### src/rtl/ifu_prefetch.sv
// ifu_prefetch: sequential instruction prefetcher with multi-outstanding AXI-lite reads feeding an output FIFO.
// Redirects flush the FIFO and count off stale responses still owed by the interconnect.
module ifu_prefetch #(
    parameter int                   CPU_WIDTH       = 32,
    parameter int                   INS_WIDTH       = 32,
    parameter int                   FIFO_DEPTH      = 4,
    parameter int                   MAX_OUTSTANDING = 2,
    parameter logic [CPU_WIDTH-1:0] RESET_PC        = 'h8000_0000,
    parameter int                   PC_STEP         = 4
) (
    input  logic                 i_clk,
    input  logic                 i_rst,
    input  logic                 i_redirect,
    input  logic [CPU_WIDTH-1:0] i_redirect_pc,
    output logic                 o_post_valid,
    input  logic                 i_post_ready,
    output logic [INS_WIDTH-1:0] o_instr,
    output logic [CPU_WIDTH-1:0] o_pc,
    output logic                 o_err,
    output logic [CPU_WIDTH-1:0] araddr,
    output logic                 arvalid,
    input  logic                 arready,
    input  logic [CPU_WIDTH-1:0] rdata,
    input  logic [1:0]           rresp,
    input  logic                 rvalid,
    output logic                 rready
);
    localparam int IW = $clog2(MAX_OUTSTANDING + 1);
    localparam int CW = $clog2(FIFO_DEPTH + 1);
    localparam int FW = $clog2(FIFO_DEPTH);
    localparam int QW = (MAX_OUTSTANDING > 1) ? $clog2(MAX_OUTSTANDING) : 1;
    localparam int EW = CPU_WIDTH + INS_WIDTH + 1;

    logic [CPU_WIDTH-1:0] fetch_pc_q, fetch_pc_d, araddr_q, araddr_d, base_pc;
    logic                 arvalid_q, arvalid_d, halted_q, halted_d;
    logic [IW-1:0]        inflight_q, inflight_d, drop_cnt_q, drop_cnt_d;
    logic [CPU_WIDTH-1:0] pcq_q [MAX_OUTSTANDING];
    logic [CPU_WIDTH-1:0] pcq_d [MAX_OUTSTANDING];
    logic [QW-1:0]        pcq_wr_q, pcq_wr_d, pcq_rd_q, pcq_rd_d;
    logic [EW-1:0]        fifo_q [FIFO_DEPTH];
    logic [EW-1:0]        fifo_d [FIFO_DEPTH];
    logic [FW-1:0]        wr_ptr_q, wr_ptr_d, rd_ptr_q, rd_ptr_d;
    logic [CW-1:0]        fifo_cnt_q, fifo_cnt_d;
    logic                 ar_fire, r_fire, push, pop, hold, issue;

    function automatic logic [QW-1:0] qinc(input logic [QW-1:0] p);
        return (int'(p) == MAX_OUTSTANDING - 1) ? '0 : p + 1'b1;
    endfunction

    assign araddr       = araddr_q;
    assign arvalid      = arvalid_q;
    assign rready       = inflight_q != '0;
    assign o_post_valid = fifo_cnt_q != '0;
    assign {o_pc, o_instr, o_err} = fifo_q[rd_ptr_q];

    always_comb begin
        ar_fire    = arvalid_q && arready;
        r_fire     = rvalid && rready;
        push       = r_fire && drop_cnt_q == '0 && !i_redirect;
        pop        = o_post_valid && i_post_ready && !i_redirect;
        hold       = arvalid_q && !arready;
        pcq_d      = pcq_q;
        if (ar_fire) pcq_d[pcq_wr_q] = araddr_q;
        pcq_wr_d   = ar_fire ? qinc(pcq_wr_q) : pcq_wr_q;
        pcq_rd_d   = r_fire ? qinc(pcq_rd_q) : pcq_rd_q;
        inflight_d = inflight_q + IW'(ar_fire) - IW'(r_fire);
        // A held AR cannot be withdrawn, so its response is owed a drop as well.
        drop_cnt_d = i_redirect ? inflight_d + IW'(hold)
                                : drop_cnt_q - IW'(r_fire && drop_cnt_q != '0);
        fifo_d     = fifo_q;
        if (push) fifo_d[wr_ptr_q] = {pcq_q[pcq_rd_q], rdata[INS_WIDTH-1:0], rresp != 2'b00};
        wr_ptr_d   = i_redirect ? '0 : wr_ptr_q + FW'(push);
        rd_ptr_d   = i_redirect ? '0 : rd_ptr_q + FW'(pop);
        fifo_cnt_d = i_redirect ? '0 : fifo_cnt_q + CW'(push) - CW'(pop);
        halted_d   = !i_redirect && (halted_q || (push && rresp != 2'b00));
        // FIFO space for every read is reserved at issue, so R never needs backpressure.
        base_pc    = i_redirect ? i_redirect_pc : fetch_pc_q;
        issue      = !hold && !halted_d && int'(inflight_d) < MAX_OUTSTANDING
                     && int'(inflight_d) + int'(fifo_cnt_d) < FIFO_DEPTH;
        arvalid_d  = hold || issue;
        araddr_d   = issue ? base_pc : araddr_q;
        fetch_pc_d = issue ? base_pc + CPU_WIDTH'(PC_STEP) : base_pc;
    end

    always_ff @(posedge i_clk) begin
        if (i_rst) begin
            fetch_pc_q <= RESET_PC;
            araddr_q   <= '0;
            arvalid_q  <= 1'b0;
            halted_q   <= 1'b0;
            inflight_q <= '0;
            drop_cnt_q <= '0;
            pcq_wr_q   <= '0;
            pcq_rd_q   <= '0;
            wr_ptr_q   <= '0;
            rd_ptr_q   <= '0;
            fifo_cnt_q <= '0;
            for (int i = 0; i < MAX_OUTSTANDING; i++) pcq_q[i] <= '0;
            for (int i = 0; i < FIFO_DEPTH; i++) fifo_q[i] <= '0;
        end else begin
            fetch_pc_q <= fetch_pc_d;
            araddr_q   <= araddr_d;
            arvalid_q  <= arvalid_d;
            halted_q   <= halted_d;
            inflight_q <= inflight_d;
            drop_cnt_q <= drop_cnt_d;
            pcq_wr_q   <= pcq_wr_d;
            pcq_rd_q   <= pcq_rd_d;
            wr_ptr_q   <= wr_ptr_d;
            rd_ptr_q   <= rd_ptr_d;
            fifo_cnt_q <= fifo_cnt_d;
            pcq_q      <= pcq_d;
            fifo_q     <= fifo_d;
        end
    end
endmodule

### config.mk
export PLATFORM = sky130hd
export DESIGN_NAME = ifu_prefetch
export DESIGN_NICKNAME = d
export VERILOG_FILES = /design/src/rtl/ifu_prefetch.sv
export SDC_FILE = /design/constraint.sdc
export NUM_CORES = 1
export LEC_CHECK = 0
export ABC_AREA = 0
export CAP_MARGIN = 20
export CORE_ASPECT_RATIO = 1.1
export CORE_UTILIZATION = 60
export CTS_CLUSTER_DIAMETER = 200
export CTS_CLUSTER_SIZE = 30
export DETAILED_ROUTE_END_ITERATION = 6
export DONT_BUFFER_PORTS = 1
export GPL_TIMING_DRIVEN = 0
export MAX_ROUTING_LAYER = met4
export PLACE_DENSITY_LB_ADDON = 0.12
export SLEW_MARGIN = 20
export SYNTH_ARGS = -nofsm -noshare
export SYNTH_HDL_FRONTEND = slang
export SYNTH_SLANG_ARGS = --single-unit
### constraint.sdc
create_clock -name i_clk -period 6.85 [get_ports i_clk]
set_input_delay 1.37 -clock i_clk [delete_from_list [all_inputs] [get_ports i_clk]]
set_output_delay 1.37 -clock i_clk [all_outputs]
set_load 0.02 [all_outputs]
=== Word-level counts from Yosys, hierarchy flattened ===
Cells that the tools add are included.

* Output and inout port bits: 100
* Register bits: 403
* Input bits: 72
* Logic and storage cells: 86

* Reductions and logical operators: 27
* Add/sub/neg operators: 12
* Muxes and demuxes: 18
* Order comparisons: 8
* Bitwise gates (word level): 4

{| class="wikitable"
|+ Operator list
! kind !! count
|-
| $bwmux 260 || 1
|-
| $mux 65 || 3
|-
| $mux 32 || 6
|-
| $bmux 65 s2 || 1
|-
| $demux 65 s2 || 1
|-
| $bwmux 64 || 1
|-
| $add 32x3->32 const B || 1
|-
| $demux 32 s1 || 1
|-
| $logic_and 1x1->1 || 15
|-
| $add 2x1->2 || 4
|-
| $ge 3x3->1 const B || 2
|-
| $not 2->3 || 2
|-
| $reduce_bool 2->1 || 3
|-
| $add 2x3->4 || 1
|-
| $ge 2x2->1 const B || 2
|-
| $logic_not 1->1 || 4
|-
| $lt 4x3->1 const B || 1
|-
| $not 1->2 || 2
|-
| $sub 2x1->2 || 2
|-
| $add 3x1->3 || 1
|-
| $lt 3x1->1 const B || 1
|-
| $mux 3 || 1
|-
| $reduce_bool 3->1 || 1
|-
| $sub 3x1->3 || 1
|-
| 8 further kinds || 11
|}

=== Longest topological paths before layout ===
Gate-level depths: netlist of the first run.

* Word-level depth: 12
* Depth in mapped cells: 20
* Gate-level depth less buffers: 14

=== Worst setup path after synthesis of the first run ===
Ideal clock, no wire load.

* Kind: input to register
* Start point: in i_redirect
* End point: reg fetch_pc_q[26]
* Arrival time: 5.332 ns
* Slack: 1.447 ns
* Setup time: 0.070 ns
* Path buffers: 6
* Cell stages on the path: 18
* Required time: 6.780 ns
* Path through: buf_4 -> buf_4 -> buf_4 -> buf_2 -> buf_2 -> buf_2 -> nor3_1 -> a21o_1 -> ha_1 -> inv_1 -> fa_1 -> nor2_1 -> ha_1 -> and4b_4 -> a2111oi_4 -> nand4_4 -> or4_1 -> a21oi_1

* Elaborated cells on any way between the ends: 18
* Classes of those cells: add/sub (4); order compare (1); mux (3); reduce/logical (10)

{| class="wikitable"
|+ RTL lines
! element !! RTL line !! source
|-
| from (decl) || 13 || <nowiki>input logic i_redirect,</nowiki>
|-
| $logic_not 1->1 || 59, 60 ||
|-
| $logic_and 1x1->1 || 59 || <nowiki>push = r_fire && drop_cnt_q == '0 && !i_redirect;</nowiki>
|-
| $add 3x1->3 || 74 || <nowiki>fifo_cnt_d = i_redirect ? '0 : fifo_cnt_q + CW'(push) - CW'(pop);</nowiki>
|-
| $sub 3x1->3 || 74 ||
|-
| $mux 3 * || 74 ||
|-
| via fifo_cnt_d[1] || 43 || <nowiki>logic [CW-1:0] fifo_cnt_q, fifo_cnt_d;</nowiki>
|-
| $add 2x3->4 * || 79 || <nowiki>&& int'(inflight_d) + int'(fifo_cnt_d) < FIFO_DEPTH;</nowiki>
|-
| $lt 4x3->1 * || 79 ||
|-
| $logic_and 1x1->1 * || 79 ||
|-
| $mux 32 * || 82 || <nowiki>fetch_pc_d = issue ? base_pc + CPU_WIDTH'(PC_STEP) : base_pc;</nowiki>
|-
| to (signal assigned) || 101 || <nowiki>fetch_pc_q <= fetch_pc_d;</nowiki>
|-
| to (decl) || 34 || <nowiki>logic [CPU_WIDTH-1:0] fetch_pc_q, fetch_pc_d, araddr_q, araddr_d, base_pc;</nowiki>
|}

Mark *: on every way through the listed nets, which the timed path passes. The rest lies on a longest branch.
A chain may end at the register's enable or synchronous reset.

=== Worst setup path after layout of the first run ===
* Start point: in i_redirect
* End point: reg araddr_q[12] (netlist: araddr[12])

* Elaborated cells on any way between the ends: 16
* Classes of those cells: add/sub (3); order compare (1); mux (2); reduce/logical (10)

{| class="wikitable"
|+ RTL lines
! element !! RTL line !! source
|-
| $logic_not 1->1 || 59, 60 ||
|-
| $logic_and 1x1->1 || 59 ||
|-
| $add 3x1->3 || 74 ||
|-
| $sub 3x1->3 || 74 ||
|-
| $mux 3 * || 74 ||
|-
| via fifo_cnt_d[1] || 43 ||
|-
| $add 2x3->4 * || 79 ||
|-
| $lt 4x3->1 * || 79 ||
|-
| $logic_and 1x1->1 * || 79 ||
|-
| to (signal assigned) || 102 || <nowiki>araddr_q <= araddr_d;</nowiki>
|-
| to (decl) || 34 ||
|}

Marked as above.

==> results of run 1 <==
-- area by class of cell --
type                    count  area (um^2)
plain buffers             155          664
clock buffers              17          425
clock inverters             2         28.8
fillers                  2346         9560
inverters                   9         33.8
multi-input cells        1281         8050
flip-flops and latches    403         8070
well taps                 357          447
-- metrics by stage --
step | instances | util (%)
2_1_floorplan | 1848 | -
3_3_place_gp | 2205 | 63.3
3_5_place_dp | 2205 | 63.3
4_1_cts | 2224 | 64.9
5_1_grt | 2224 | 64.9
6_report | 2224 | 64.9
-- metal layers --
metal  vias up  share of wire, %
li1       6521                 -
met1      6493                41
met2       528                47
met3        94               8.6
met4         0               3.3
met5         -                 0
-- synth_stat cells (5+ instances only) --
| cell type | count | area share [%] |
|---|---|---|
| buf_2 | 36 | 1.1 |
| a21oi_1 | 211 | 6.3 |
| nor4_1 | 6 | 0.22 |
| clkbuf_1 | 108 | 2.4 |
| nand4_1 | 14 | 0.52 |
| mux4_2 | 65 | 8.7 |
| nor2_1 | 192 | 4.3 |
| or4_1 | 6 | 0.27 |
| and3_1 | 13 | 0.48 |
| mux2i_1 | 57 | 3.4 |
| ha_1 | 8 | 0.60 |
| buf_4 | 8 | 0.36 |
| a211oi_1 | 155 | 6.9 |
| nand2_1 | 402 | 9.0 |
| dfxtp_1 | 403 | 48 |
| nand3b_1 | 7 | 0.31 |
| xnor2_1 | 7 | 0.36 |
| o31a_1 | 5 | 0.26 |
| nor3_1 | 30 | 0.89 |
| inv_1 | 9 | 0.20 |
| o21ai_0 | 5 | 0.15 |
| nor2b_1 | 5 | 0.19 |
| o31ai_1 | 6 | 0.27 |
| nand3_1 | 15 | 0.45 |
| mux2_2 | 10 | 0.67 |
-- where the power goes --
part           internal [mW]  switching (mW)  total, mW
logic                  0.403           0.792       1.20
registers               2.52           0.269       2.79
clock network          0.464           0.739       1.20
total                   3.39            1.80       5.19
-- cells by family after synthesis --
kind of cell / synth area share, %
DFF: 48.0
xor gates and xnor gates: 0.804
adders and majority gates: 0.715
AOI/OAI and AO/OA: 15.4
muxes: 12.8
and+or+nand+nor: 18.1
buffers and inverters: 4.15
-- cells in the final DEF, fill, tap and decap left out, types with 4 or more instances in the layout --
master	netlist	layout
clkbuf_16	0	17
clkbuf_1	108	108
dfxtp_1	403	403
or3_1	4	4
or4_1	6	6
mux4_2	65	65
nor2_1	192	192
nand3b_1	7	7
o31ai_1	6	6
o31a_1	5	5
inv_1	9	9
a211oi_1	155	155
o21a_1	4	4
nand4b_1	4	4
ha_1	8	8
mux2_2	10	10
nand3_1	15	15
buf_2	36	36
nand4_1	14	14
o21ai_0	5	5
nor4_1	6	6
and2_1	4	4
buf_4	8	8
nor2b_1	5	5
nor3_1	30	30
nand2_1	402	402
and3_1	13	13
or2_2	4	4
xnor2_1	7	7
a21oi_1	211	211
mux2i_1	57	57
-- final timing paths --
| kind | startpoint | end | slack [ns] | cells past startpoint |
|---|---|---|---|---|
| hold / removal | fifo_q[151] | fifo_q[151] | 0.46 | 2 |
| hold reg to reg | fifo_q[151] | fifo_q[151] | 0.46 | 2 |
| setup reg to reg | drop_cnt_q[1] | araddr[12] | 2.38 | 16 |
| setup / recovery | i_redirect | araddr[12] | 0.93 | 19 |
-- sequential cells by signal, indices dropped and copies added (netlist names), 3 cells and up --
signal / cells
pcq_q: 64
fifo_cnt_q: 3
fifo_q: 260
fetch_pc_q: 32
araddr: 32
-- worst reg2reg max path, cell delays in order (launching register included) --
cell,delay (ns)
dfxtp_1,0.35
or3_1,0.33
buf_2,0.16
nor2_2,0.26
nor3_1,0.14
a21o_1,0.19
ha_1,0.17
inv_1,0.06
fa_1,0.43
nor2_1,0.12
ha_1,0.24
and4b_4,0.20
a2111oi_4,0.66
and3_1,0.26
buf_2,0.17
clkbuf_1,0.42
a211oi_1,0.15
==> flow_summary.yaml, run 1 <==
routing:
  viasPerCell: 6.13
  drt_drc_violations_left: 0
  drt_pass1_iterations: 6
  wire_per_inst_um: 21.2
  vias: 13600
  drt_iter0_drc: 1038
  wl_um: 47200
  postRouteAntennaNets: 0
final_layout:
  finalInstanceArea_um2: 17700
  diodes: 0
  drive_gt1_share_pct: 8.19
  areaGrowthSynthToFinish_pct: 5.36
  fin_nets: 1948
global_route:
  grt_use_met3_pct: 6.40
  grt_usage_pct: 33.8
  met1_usage_pct: 42.5
  grt_pass1_vias: 13400
  grt_max_degree: 31
  top_usage_layer: "met2"
  overflow: 0
  antenna_found_initial: 0
  grt_pass1_wl_um: 73300
  met2_usage_pct: 54.5
worst_setup_path:
  critPathSlowestCell: "a2111oi_4"
  max_stage_delay_ns: 0.66
  critical-path-top-delay-family: "buffers and inverters"
  arrival_ns: 6.31
  path_class: "input port to flip-flop"
  worst_setup_path_end_kind: "flip-flop"
  path_cells: "buf_4 -> buf_4 -> buf_4 -> buf_2 -> buf_2 -> buf_2 -> nor3_1 -> a21o_1 -> ha_1 -> inv_1 -> fa_1 -> nor2_1 -> ha_1 -> and4b_4 -> a2111oi_4 -> and3_1 -> buf_2 -> clkbuf_1 -> a211oi_1"
  crit_top_cell: "buf_2"
  crit_required_ns: 7.24
  cp_num_buf_inv: 9
  worstSetupStartpointType: "input port"
  crit_fanout: 10
timing:
  tightest_slew_ns: 1.09
  final-setup-viol-count: 0
  hold_viol: 0
  slew_viol_final: 0
  timing.fmax_ghz: 0.169
  fin_setup_tns_ns: 0
  timing.hold.ws_ns: 0.458
  rsz0062_at_grt: "false"
  period_share_pct: 86.5
  fin_crit_ns: 5.92
  finClkSkew_ns: 0.0199
  slew_headroom_pct: 26.5
  fin_ws_ns: 0.926
min_path:
  min_path_type: "flip-flop to flip-flop"
clock_tree:
  hold_buffers: 0
  cts_resized: 0
  cts_tree: "built"
  clkTransAtPathRegs_ns: 0.11
  cts_made_buffers: 17
  cts_setup_buffers: 0
  clock_latency_ns: 0.54
  clockBufferDepth: 3
  htreeDepth: 1
  cts-root-buf: "clkbuf_16"
  numClockSinks: 403
place:
  postPlaceCellArea_um2: 17300
  place_ws_ns: 0.463
  place_congestion: 0.982
  hpwl_um: 34200
  io_buffers: 0
floorplanning:
  dieArea_um2: 28700
  die_height_um: 178
  ios: 172
  core_area_um2: 27300
  initial_core_util_pct: 61.6
  die_x_um: 162
  row_count: 63
status:
  status: "finished clean"
yosys:
  syn_nets: 1929
  ys_seq_area_share_pct: 48.0
  ys_seq_elements: 403
  synth_cell_types: 65
  synth-edff-count: 0
  ys_async_sr_fraction_pct: 0
  synth_flop_cell: "dfxtp_1"
  avgSynthCellArea_um2: 9.10
  yosys_warnings: 0
  synth_cells: 1848
  syn_area_um2: 16800
run:
  drv_cap: 0
pwr:
  powerDensity_nw_per_um2: 293
  p_leak_nw: 5.63
  power_mw: 5.19
  ir_drop_v: 0.000352
(Power assumes the default switching activity.)
==> run 2: changes to the inputs <==
==> constraint.sdc (replaced) <==
create_clock -name i_clk -period 7.2 [get_ports i_clk]
set_input_delay 1.44 -clock i_clk [delete_from_list [all_inputs] [get_ports i_clk]]
set_output_delay 1.44 -clock i_clk [all_outputs]
set_load 0.02 [all_outputs]
==> results of run 2 <==
Same layout as run 1 (identical final DEF). Status: finished clean.
Main changes from that run: setup slack after placement 0.463 ns -> 0.743 ns; setup slack after layout 0.926 ns -> 1.21 ns; register-to-register setup slack 2.38 ns -> 2.73 ns; total power 5.19 mW -> 4.94 mW; worst IR drop on VDD 0.000352 V -> 0.000335 V
